**src/rtl/spram32_arb.sv**
```systemverilog
// spram32_arb: round-robin arbiter sharing one 32-bit SPRAM port between two
// requesters. It allows bounded bursts and routes the one-cycle read data back
// to the requester that issued the read.
module spram32_arb #(
    parameter int unsigned BURST_MAX = 4
) (
    input  logic        clk,
    input  logic        rst,
    input  logic        req0,
    input  logic        req1,
    input  logic        we0,
    input  logic        we1,
    input  logic [14:0] ai0,
    input  logic [14:0] ai1,
    input  logic [31:0] vi0,
    input  logic [31:0] vi1,
    input  logic [3:0]  bmsk0,
    input  logic [3:0]  bmsk1,
    output logic        gnt0,
    output logic        gnt1,
    output logic        rvalid0,
    output logic        rvalid1,
    output logic [31:0] vo0,
    output logic [31:0] vo1,
    output logic [14:0] mem_ai,
    output logic [31:0] mem_vi,
    output logic        mem_we,
    output logic [3:0]  mem_bmsk,
    input  logic [31:0] mem_vo
);

    localparam int unsigned AW = 15;
    localparam int unsigned DW = 32;
    localparam int unsigned MW = 4;
    localparam int unsigned CW = 4;
    localparam logic [CW-1:0] CNT_MAX = CW'(BURST_MAX - 1);

    typedef enum logic [1:0] {
        SEL_NONE = 2'd0,
        SEL_R0   = 2'd1,
        SEL_R1   = 2'd2
    } sel_t;

    sel_t          owner_q, owner_d;
    sel_t          last_q,  last_d;
    sel_t          rsel_q,  rsel_d;
    logic [CW-1:0] cnt_q,   cnt_d;

    sel_t          dec;
    logic          dec_we;
    logic          owner_req;
    logic          other_req;

    // Arbitration decision: keep the burst owner unless its quota is spent and
    // the other side waits, otherwise round-robin on ties.
    always_comb begin
        dec       = SEL_NONE;
        owner_req = 1'b0;
        other_req = 1'b0;
        case (owner_q)
            SEL_R0: begin
                owner_req = req0;
                other_req = req1;
            end
            SEL_R1: begin
                owner_req = req1;
                other_req = req0;
            end
            default: begin
                owner_req = 1'b0;
                other_req = 1'b0;
            end
        endcase
        if ((owner_q != SEL_NONE) && owner_req && !((cnt_q == CNT_MAX) && other_req)) begin
            dec = owner_q;
        end else if (req0 && req1) begin
            dec = (last_q == SEL_R0) ? SEL_R1 : SEL_R0;
        end else if (req0) begin
            dec = SEL_R0;
        end else if (req1) begin
            dec = SEL_R1;
        end
    end

    // Grants, memory port mux and next-state for owner/last/cnt/rsel.
    always_comb begin
        gnt0     = 1'b0;
        gnt1     = 1'b0;
        mem_ai   = '0;
        mem_vi   = '0;
        mem_we   = 1'b0;
        mem_bmsk = '0;
        dec_we   = 1'b0;
        case (dec)
            SEL_R0: begin
                gnt0     = 1'b1;
                mem_ai   = AW'(ai0);
                mem_vi   = DW'(vi0);
                mem_bmsk = MW'(bmsk0);
                dec_we   = we0;
            end
            SEL_R1: begin
                gnt1     = 1'b1;
                mem_ai   = AW'(ai1);
                mem_vi   = DW'(vi1);
                mem_bmsk = MW'(bmsk1);
                dec_we   = we1;
            end
            default: begin
                dec_we = 1'b0;
            end
        endcase
        // Writes never reach the bank while reset is held.
        mem_we = dec_we & ~rst;

        owner_d = dec;
        last_d  = (dec != SEL_NONE) ? dec : last_q;
        if ((dec != SEL_NONE) && (dec == owner_q)) begin
            cnt_d = (cnt_q == CNT_MAX) ? cnt_q : cnt_q + CW'(1);
        end else begin
            cnt_d = '0;
        end
        rsel_d = ((dec != SEL_NONE) && !dec_we) ? dec : SEL_NONE;
    end

    // State register; last resets to R1 so R0 wins the first tie.
    always_ff @(posedge clk) begin
        if (rst) begin
            owner_q <= SEL_NONE;
            last_q  <= SEL_R1;
            cnt_q   <= '0;
            rsel_q  <= SEL_NONE;
        end else begin
            owner_q <= owner_d;
            last_q  <= last_d;
            cnt_q   <= cnt_d;
            rsel_q  <= rsel_d;
        end
    end

    // Read return is steered by the registered read destination.
    always_comb begin
        rvalid0 = (rsel_q == SEL_R0);
        rvalid1 = (rsel_q == SEL_R1);
        vo0     = mem_vo;
        vo1     = mem_vo;
    end

endmodule

```
**config.mk**
```make
export PLATFORM = sky130hd
export DESIGN_NAME = spram32_arb
export DESIGN_NICKNAME = d
export VERILOG_FILES = /design/src/rtl/spram32_arb.sv
export SDC_FILE = /design/constraint.sdc
export NUM_CORES = 1
export LEC_CHECK = 0
export CELL_PAD_IN_SITES_DETAIL_PLACEMENT = 0
export CELL_PAD_IN_SITES_GLOBAL_PLACEMENT = 1
export CORE_AREA = 2 2 101 103
export CTS_CLUSTER_DIAMETER = 60
export CTS_CLUSTER_SIZE = 30
export DETAILED_ROUTE_END_ITERATION = 10
export DIE_AREA = 0 0 103 105
export DONT_BUFFER_PORTS = 1
export PLACE_DENSITY = 0.47
export SYNTH_ARGS = -nofsm -noshare
export SYNTH_HDL_FRONTEND = slang
export SYNTH_SLANG_ARGS = --single-unit
```
**constraint.sdc**
```tcl
create_clock -name clk -period 2.21 [get_ports clk]
set_clock_uncertainty 0.1 [all_clocks]
set_input_delay 0 -clock clk [delete_from_list [all_inputs] [get_ports clk]]
set_output_delay 0 -clock clk [all_outputs]
set_load 0.03 [all_outputs]
```
**Word-level counts from Yosys, hierarchy flattened**

Cells that the tools add are included.

- Bitwise logic cells: 4
- Multiplexer cells: 13
- Equality and inequality tests: 9
- Add/subtract/negate cells: 1
- Reductions and logical operators: 12

Operators with widths:

| cell | count |
|---|---|
| case mux 32 bit (2 select lines) | 1 |
| case mux 15 bit (2 select lines) | 1 |
| two-way mux 2 bit | 5 |
| == test 2 x 1 -> 1 bit, second input constant | 4 |
| case mux 4 bit (2 select lines) | 1 |
| == test 2 bit, second input constant | 3 |
| logical AND 1 bit | 6 |
| case mux 1 bit (2 select lines) | 3 |
| adder 4 x 1 -> 4 bit, second input constant | 1 |
| == test 4 x 2 -> 1 bit, second input constant | 1 |
| nonzero test 2 bit | 2 |
| OR reduction 2 bit | 2 |
| NOT 1 bit | 3 |
| == test 2 bit | 1 |
| zero test 1 bit | 2 |
| two-way mux 1 bit | 2 |
| bitwise AND 1 bit | 1 |

- Input bits: 140
- Word-level logic and storage cells: 43
- Register bits after elaboration: 10
- Output and inout port bits: 120

**Longest topological paths before layout**

Gate-level depths: netlist of run 1.

- Depth after elaboration: 12
- Depth in mapped cells: 8
- Depth with buffers taken out: 6

**Worst setup path after synthesis of run 1**

OpenSTA, ideal clock, no wires.

- Kind: register to output
- From: reg owner_q[1]
- To: out mem_vi[22]
- Cell stages (with the launch flop): 9
- Setup slack: -0.184 ns
- Buffers on the path: 2
- Required time: 2.110 ns
- Data arrival time: 2.294 ns
- Cells stage by stage: dfxtp_1 inv_1 ha_1 a22o_1 a2111o_1 buf_6 mux2i_4 buf_2 a22o_1

- Word-level cells in the longest chain between the ends: 8
- Elaborated cells between the ends (all ways): 13
- Those cells by class: 4 x eq/ne; 4 x mux; 5 x reduce/logical

RTL lines:

| element | line | source |
|---|---|---|
| start, declared | 44 | `sel_t owner_q, owner_d;` |
| start signal, assigned | 134 | `owner_q <= owner_d;` |
| == test 2 bit or == test 2 x 1 -> 1 bit (tied branches) | 60 | `case (owner_q)` |
| case mux 1 bit (2 select lines) | 60 |  |
| logical AND 1 bit | 74 | `if ((owner_q != SEL_NONE) && owner_req && !((cnt_q == CNT_MAX) && other_req)) begin` |
| zero test 1 bit | 74 |  |
| logical AND 1 bit | 74 |  |
| two-way mux 2 bit (*) | 74 |  |
| == test 2 bit or == test 2 x 1 -> 1 bit (tied branches) | 94 | `case (dec)` |
| case mux 32 bit (2 select lines) (*) | 94 |  |
| end, declared | 26 | `output logic [31:0] mem_vi,` |

Mark *: on every way between the ends. The rest lies on a longest branch, timed or not.

**Worst setup path in the final report of run 1**

- From: reg owner_q[1]
- To: out mem_bmsk[2]

- Word-level cells in the longest chain between the ends: 8
- Elaborated cells between the ends (all ways): 13
- Those cells by class: 4 x eq/ne; 4 x mux; 5 x reduce/logical

RTL lines:

| element | line | source |
|---|---|---|
| == test 2 bit or == test 2 x 1 -> 1 bit (tied branches) | 60 |  |
| case mux 1 bit (2 select lines) | 60 |  |
| logical AND 1 bit | 74 |  |
| zero test 1 bit | 74 |  |
| logical AND 1 bit | 74 |  |
| two-way mux 2 bit (*) | 74 |  |
| == test 2 bit or == test 2 x 1 -> 1 bit (tied branches) | 94 |  |
| case mux 4 bit (2 select lines) (*) | 94 |  |
| end, declared | 28 | `output logic [3:0] mem_bmsk,` |

Marked as above.

==> out/qor.csv, run 1 <==
stage,metric,value,unit
critical_path,worst-endpoint-arrival,2.42,ns
drt,first_iter_violations,48,
pwr,pwr-share-comb,0.649,
cells_and_area,n_antenna_cell,0,
min_path,hold_path_end,mem_ai[12],
sta,finalSetupTns,-15.18,ns
pwr,powerDensity,462,nW/um^2
logic_synthesis,yosys_register_bits,10,
critical_path,reg2reg_to,last_q[1],
min_path,worstHoldStart,ai1[12],
drt,vias,1441,
global_route,grt_max_degree,16,
global_route,antenna_found_initial,0,
placed_design,dpl.cell_count,270,
sta,finalHoldViolations,0,
cells_and_area,drive_gt1_frac,0.576,
pwr,netSwitchingFraction,0.460,
drt,drt_wl_total,6330,microns
pwr,p_int,651,uW
clock_network,cts.clk_slew.worst_paths,0.05,ns
drt,via_per_inst,4.45,
sta,drv_slew,0,
drt,remaining_drc_errors,0,
run,maxCapViolations,0,
critical_path,worstSetupPathType,reg -> out,
sta,worst_slack,-0.314,ns
floorplanning,die_area,10800,sq um
clock_network,h-tree-depth,1,
pwr,p_leak,1.10,nW
drt,drt_pass1_iterations,4,
critical_path,r2r_start,owner_q[1],
floorplanning,die_w,103,microns
global_route,grt_pass1_wl,7990,microns
logic_synthesis,synthCells,186,
logic_synthesis,yosysWarnings,0,
pwr,pwr-share-seq,0.160,
sta,tightest_slew,0.874,ns
clock_network,cts_root_buffer,clkbuf_8,
logic_synthesis,synth_edf_count,0,
pwr,vdd_drop_max,0.179,mV
critical_path,cp.required,2.11,ns
clock_network,clk_path_buf_depth,2,
floorplanning,core,9640,sq um
sta,setup_viol,58,
logic_synthesis,synth_flop_cell,dfxtp_1,
min_path,hold_class,in -> out,
cells_and_area,postLayoutCoreUtil,0.271,
drt,wl_per_cell,19.5,microns
cells_and_area,mostFrequentLayoutCells,"a22o_4, dlygate4sd3_1, buf_4, buf_6, dfxtp_1",
cells_and_area,final_cell_count_no_fill,324,
critical_path,crit_path_end_kind,primary output,
clock_network,cts.sinks,10,
run_status,violations,setup timing,
sta,max_clock_freq,396,MHz
clock_network,clock_latency,0.24,ns
critical_path,reg2reg_slack,-0.09,ns
critical_path,path_max_fanout,7,
logic_synthesis,syn_area_per_cell,8.58,sq um
min_path,holdPathStages,1,
pwr,power,1.21,mW
placed_design,hpwl,4580,microns
cells_and_area,num-nets-final,336,
floorplanning,initial_core_util,0.165,
logic_synthesis,syn_nets,330,
run_status,status,"finished, violations left",
placed_design,portBuffers,0,
clock_network,cts_tree,yes,
critical_path,r2r_cells,9,
sta,min_period,2.52,ns
floorplanning,pin_count,260,
logic_synthesis,syn-cell-area,1600,sq um
logic_synthesis,synth_cell_types,31,
global_route,grt_pass1_vias,1380,
floorplanning,die_height,105,microns
cells_and_area,mostFrequentLayoutCell,a22o_4,
floorplanning,rows,36,
placed_design,gp_congestion,0.689,
logic_synthesis,yosysSeqAreaShare,0.125,
cells_and_area,area_delta_synth_final,63.5,%
global_route,grt_use_total,0.0983,
critical_path,cp-start-kind,register,
sta,rsz0062_at_grt,true,
sta,fin_crit_sh,1.14,
drt,ant_nets,0,
sta,hold-worst-slack,0.0468,ns
clock_network,cts_buffers,3,
pwr,clkPwrFrac,0.191,
pwr,p_sw,554,uW
logic_synthesis,async_flop_share,0,
global_route,grt_overflow,0,
sta,max_slew_margin,0.418,
## sequential cells by signal, summed over array words and instances, names as in the netlist
| register | count |
|---|---|
| last_q | 2 |
| rsel_q | 2 |
| owner_q | 2 |
| cnt_q | 4 |
## area by class of cell
type / instances / area, sq um
tap: 133 / 166
clock buffer: 4 / 55.1
inverter: 5 / 21.3
sequential: 10 / 208
fill: 1031 / 7030
multi-input combinational: 98 / 1340
timing repair buffer: 74 / 817
## power by group through the flow
stage          registers [mW]  logic, mW  clock network (mW)
3_3_place_gp            0.196      0.522                   0
2_1_floorplan           0.196      0.678                   0
3_5_place_dp            0.196      0.522                   0
6_report                0.193      0.782               0.230
5_1_grt                 0.194      0.812               0.242
4_1_cts                 0.193      0.770               0.237
## synth_stat cells, drive strengths merged (4+ instances only)
cell type / instances / area (sq um)
inv: 5 / 18.8
mux2i: 4 / 52.6
nor2b: 4 / 25.0
buf: 76 / 577
ha: 4 / 50.1
nor2: 7 / 26.3
a22o: 52 / 455
dfxtp: 10 / 200
## how the worst max path moves through the flow
stage / to / slack (ns) / startpoint
floorplan: mem_we / 0.02 / owner_q[1]
global placement: mem_bmsk[1] / -0.09 / cnt_q[0]
detailed placement: mem_bmsk[1] / -0.09 / owner_q[1]
CTS: mem_vi[13] / -0.33 / owner_q[1]
global route: mem_bmsk[2] / -0.39 / owner_q[1]
finish: mem_bmsk[2] / -0.31 / owner_q[1]
## repair_timing
action | CTS | global route
resized for setup | 20 | 12
setup buffers | 5 | 4
pin swaps | 11 | 17
endpoints found under the setup margin | 54 | 58
hold buffers | 35 | 0
endpoints found under the hold margin | 74 | 0
cloned | 5 | 1
## stage by stage
step           setup WS (ns)  instance area (sq um)
6_report              -0.314                   2610
5_1_grt               -0.390                   2610
4_1_cts               -0.325                   2510
3_5_place_dp         -0.0940                   1860
3_3_place_gp         -0.0893                   1860
2_1_floorplan         0.0151                   2050
## critical path: stages (launching register included)
cell,delay [ns]
dfxtp_4,0.37
inv_4,0.05
ha_4,0.15
a22o_1,0.20
a2111o_1,0.42
buf_6,0.15
mux2i_4,0.21
buf_12,0.22
clkbuf_16,0.16
a22o_4,0.26
## cell families (layout without fill, tap and decap cells)
logic type / count (synthesis) / count (layout) / synth area share
AOI/OAI and AO/OA: 65 / 65 / 0.350
xor gates and xnor gates: 2 / 2 / 0.0110
adders and majority gates: 4 / 4 / 0.0314
buffers and inverters: 81 / 83 / 0.373
DFF: 10 / 10 / 0.125
muxes: 6 / 9 / 0.0494
and+or+nand+nor: 18 / 18 / 0.0596
## metal layers
| layer | part of all wire | routed length (microns) | vias to the layer above | GRT usage |
|---|---|---|---|---|
| li1 | - | - | 648 | - |
| met1 | 0.35 | 2200 | 656 | 0.104 |
| met2 | 0.54 | 3410 | 129 | 0.189 |
| met3 | 0.099 | 626 | 8 | 0.0161 |
| met4 | 0.015 | 97 | 0 | 0.0348 |
| met5 | 0 | 0 | - | 0 |
Note: power is estimated with default switching activity, not from simulation.
==> run 2: changes to the inputs <==
--- a/config.mk
+++ b/config.mk
@@ -13,6 +13,7 @@
 export DETAILED_ROUTE_END_ITERATION = 10
 export DIE_AREA = 0 0 103 105
 export DONT_BUFFER_PORTS = 1
+export GPL_TIMING_DRIVEN = 0
 export PLACE_DENSITY = 0.47
 export SYNTH_ARGS = -nofsm -noshare
 export SYNTH_HDL_FRONTEND = slang
==> constraint.sdc (replaced) <==
create_clock -name clk -period 2.21 [get_ports clk]
set_clock_uncertainty 0.1 [all_clocks]
set_input_delay 0.1105 -clock clk [delete_from_list [all_inputs] [get_ports clk]]
set_output_delay 0.1105 -clock clk [all_outputs]
set_load 0.03 [all_outputs]
==> run 2 against run 1 <==
Effect of this change: via count increased by 6.3%; clock power shrank 17%; hold slack improved by 0.13 ns; sequential share of layout area decreased by 0.25 points; critical path type unchanged; clock-buffer cell count is 1 lower; the flow still finishes with violations (setup timing); final cell count is 6.2% higher; fmax fell by 5.7%; critical path depth did not move; core utilization up 0.87 points; total power fell by 0.44%; combinational power is 4.2% higher; global-route usage shrank 0.34 points.
==> out/qor.csv, run 2 (synthesis results as in run 1) <==
stage,metric,value,unit,change
sta,setup_viol,63,,+8.6%
sta,worst_slack,-0.466,ns,-0.152 ns
sta,max_clock_freq,374,MHz,-5.7%
clock_network,clock_latency,0.23,ns,about the same
global_route,use_met1,0.107,,+0.00327
critical_path,worstSetupStartpoint,owner_q[1],,
cells_and_area,largest_reg_flops,4,,unchanged
critical_path,reg2reg_to,last_q[1],,
min_path,hold_class,in -> reg,,
global_route,antenna_found_initial,0,,unchanged
critical_path,reg2reg_slack,-0.13,ns,-0.04 ns
global_route,grt_pass1_vias,1404,,+1.7%
cells_and_area,mostFrequentLayoutCells,"buf_4, a22o_4, buf_6, dfxtp_1, nor2_1",,
drt,first_iter_violations,45,,-6.3%
clock_network,h-tree-depth,1,,unchanged
drt,via_per_inst,4.45,,+0.13%
sta,rsz0062_at_grt,true,,
placed_design,placed_cell_area,2260,sq um,+21%
drt,vias,1532,,+6.3%
floorplanning,die_area,10800,sq um,unchanged
global_route,grt_max_degree,11,,-5
floorplanning,die_height,105,microns,unchanged
cells_and_area,postLayoutCoreUtil,0.279,,+0.00870
cells_and_area,area_delta_synth_final,68.8,%,
global_route,grt_use_total,0.0950,,-0.00337
floorplanning,core,9640,sq um,unchanged
global_route,grt_overflow,0,,unchanged
critical_path,worst-endpoint-arrival,2.47,ns,+0.05 ns
floorplanning,pin_count,260,,unchanged
global_route,top_usage_layer,met2,,
cells_and_area,mostFrequentLayoutCell,buf_4,,
critical_path,path_max_fanout,6,,-1
critical_path,cp-start-kind,register,,
placed_design,hpwl,5270,microns,+15%
global_route,use_met2,0.175,,-0.0144
cells_and_area,top_register,cnt_q,,
sta,max_slew_margin,0.594,,+0.177
critical_path,crit_path_end,mem_vi[30],,
sta,tightest_slew,0.608,ns,-0.266 ns
clock_network,cts_tree,yes,,
drt,ant_nets,0,,unchanged
placed_design,dpl.cell_count,319,,+18%
cells_and_area,design_area,2690,sq um,+3.2%
placed_design,gp_congestion,0.651,,-5.5%
sta,fin_crit_sh,1.21,,+0.0690
run_status,violations,setup timing,,
cells_and_area,fillers,999,,-3.1%
critical_path,r2r_start,owner_q[1],,
cells_and_area,n_antenna_cell,0,,unchanged
global_route,grt_use_met3,0.0147,,-0.00134
clock_network,cts.sinks,10,,unchanged
clock_network,cts_buffers,3,,unchanged
sta,hold-worst-slack,0.174,ns,+0.127 ns
critical_path,crit_path_end_kind,primary output,,
run_status,status,"finished, violations left",,
drt,drt_wl_total,6330,microns,about the same
sta,finalHoldViolations,0,,unchanged
pwr,vdd_drop_max,0.179,mV,about the same
pwr,powerDensity,446,nW/um^2,-3.5%
clock_network,clk_path_buf_depth,2,,unchanged
clock_network,cts.clk_slew.worst_paths,0.05,ns,about the same
floorplanning,rows,36,,unchanged
global_route,grt_pass1_wl,7880,microns,-1.4%
critical_path,worstSetupPathType,reg -> out,,
cells_and_area,drive_gt1_frac,0.782,,+0.206
placed_design,portBuffers,0,,unchanged
pwr,p_leak,1.22,nW,+11%
sta,min_period,2.68,ns,+0.152 ns
floorplanning,die_w,103,microns,unchanged
cells_and_area,final_cell_count_no_fill,344,,+6.2%
min_path,holdPathStages,2,,+1
clock_network,cts_root_buffer,clkbuf_8,,
drt,remaining_drc_errors,0,,unchanged
drt,drt_pass1_iterations,4,,unchanged
floorplanning,initial_core_util,0.165,,unchanged
sta,drv_slew,0,,unchanged
critical_path,cp.required,2.00,ns,-0.11 ns
run,maxCapViolations,0,,unchanged
drt,wl_per_cell,18.4,microns,-5.8%
critical_path,r2r_cells,10,,+1
cells_and_area,num-nets-final,356,,+6.0%
## run 2: power by group
part / internal (mW) / leakage, nW / total (mW) / switching, mW
clock network: 0.121 / 0.0231 / 0.190 / 0.0687
logic: 0.344 / 1.11 / 0.815 / 0.471
registers: 0.188 / 0.0832 / 0.195 / 0.00756
## run 2: worst min-delay path by stage
stage / start / endpoint
floorplan: we1 / rsel_q[1]
global placement: we1 / rsel_q[1]
detailed placement: we1 / rsel_q[1]
CTS: rst / owner_q[1]
global route: rst / owner_q[0]
finish: rst / owner_q[0]
## run 2: final cells by class
type	count	area, sq um	area share
clock buffer	3	41.3	0.0153
clock inverter	1	3.75	0.00139
inverter	5	26.3	0.00976
multi-input combinational	95	1320	0.489
timing repair buffer	21	295	0.110
sequential	10	208	0.0771
tap	133	166	0.0618
buffer	76	634	0.236
## run 2: worst max-delay path: stages, from the launching register on
cell      delay, ns
dfxtp_4        0.38
inv_4          0.05
ha_4           0.15
a22o_1         0.19
a2111o_1       0.38
buf_6          0.14
mux2_4         0.34
buf_12         0.15
buf_12         0.15
a22o_4         0.29
## run 2: repair_timing
item | CTS | global route
gates cloned | 2 | 2
endpoints found under the setup margin | 54 | 63
hold buffers | 2 | 0
pin swaps | 5 | 10
gates resized for setup | 18 | 11
buffers inserted | 11 | 4
endpoints found under the hold margin | 2 | 0
## run 2: metal layers
layer  share of wire  wire length, microns
met5               0                     0
met1            0.37                  2320
met4           0.016                   104
met3           0.096                   608
met2            0.52                  3300
## run 2: stage by stage
step           setup slack (ns)  total power, mW  TNS, ns
6_report                 -0.466             1.20   -23.55
5_1_grt                  -0.538             1.25   -28.33
4_1_cts                  -0.484             1.19   -24.22
3_5_place_dp             -0.340            0.929   -15.70
3_3_place_gp             -0.380            0.934   -17.39
2_1_floorplan           -0.0948            0.875    -3.98
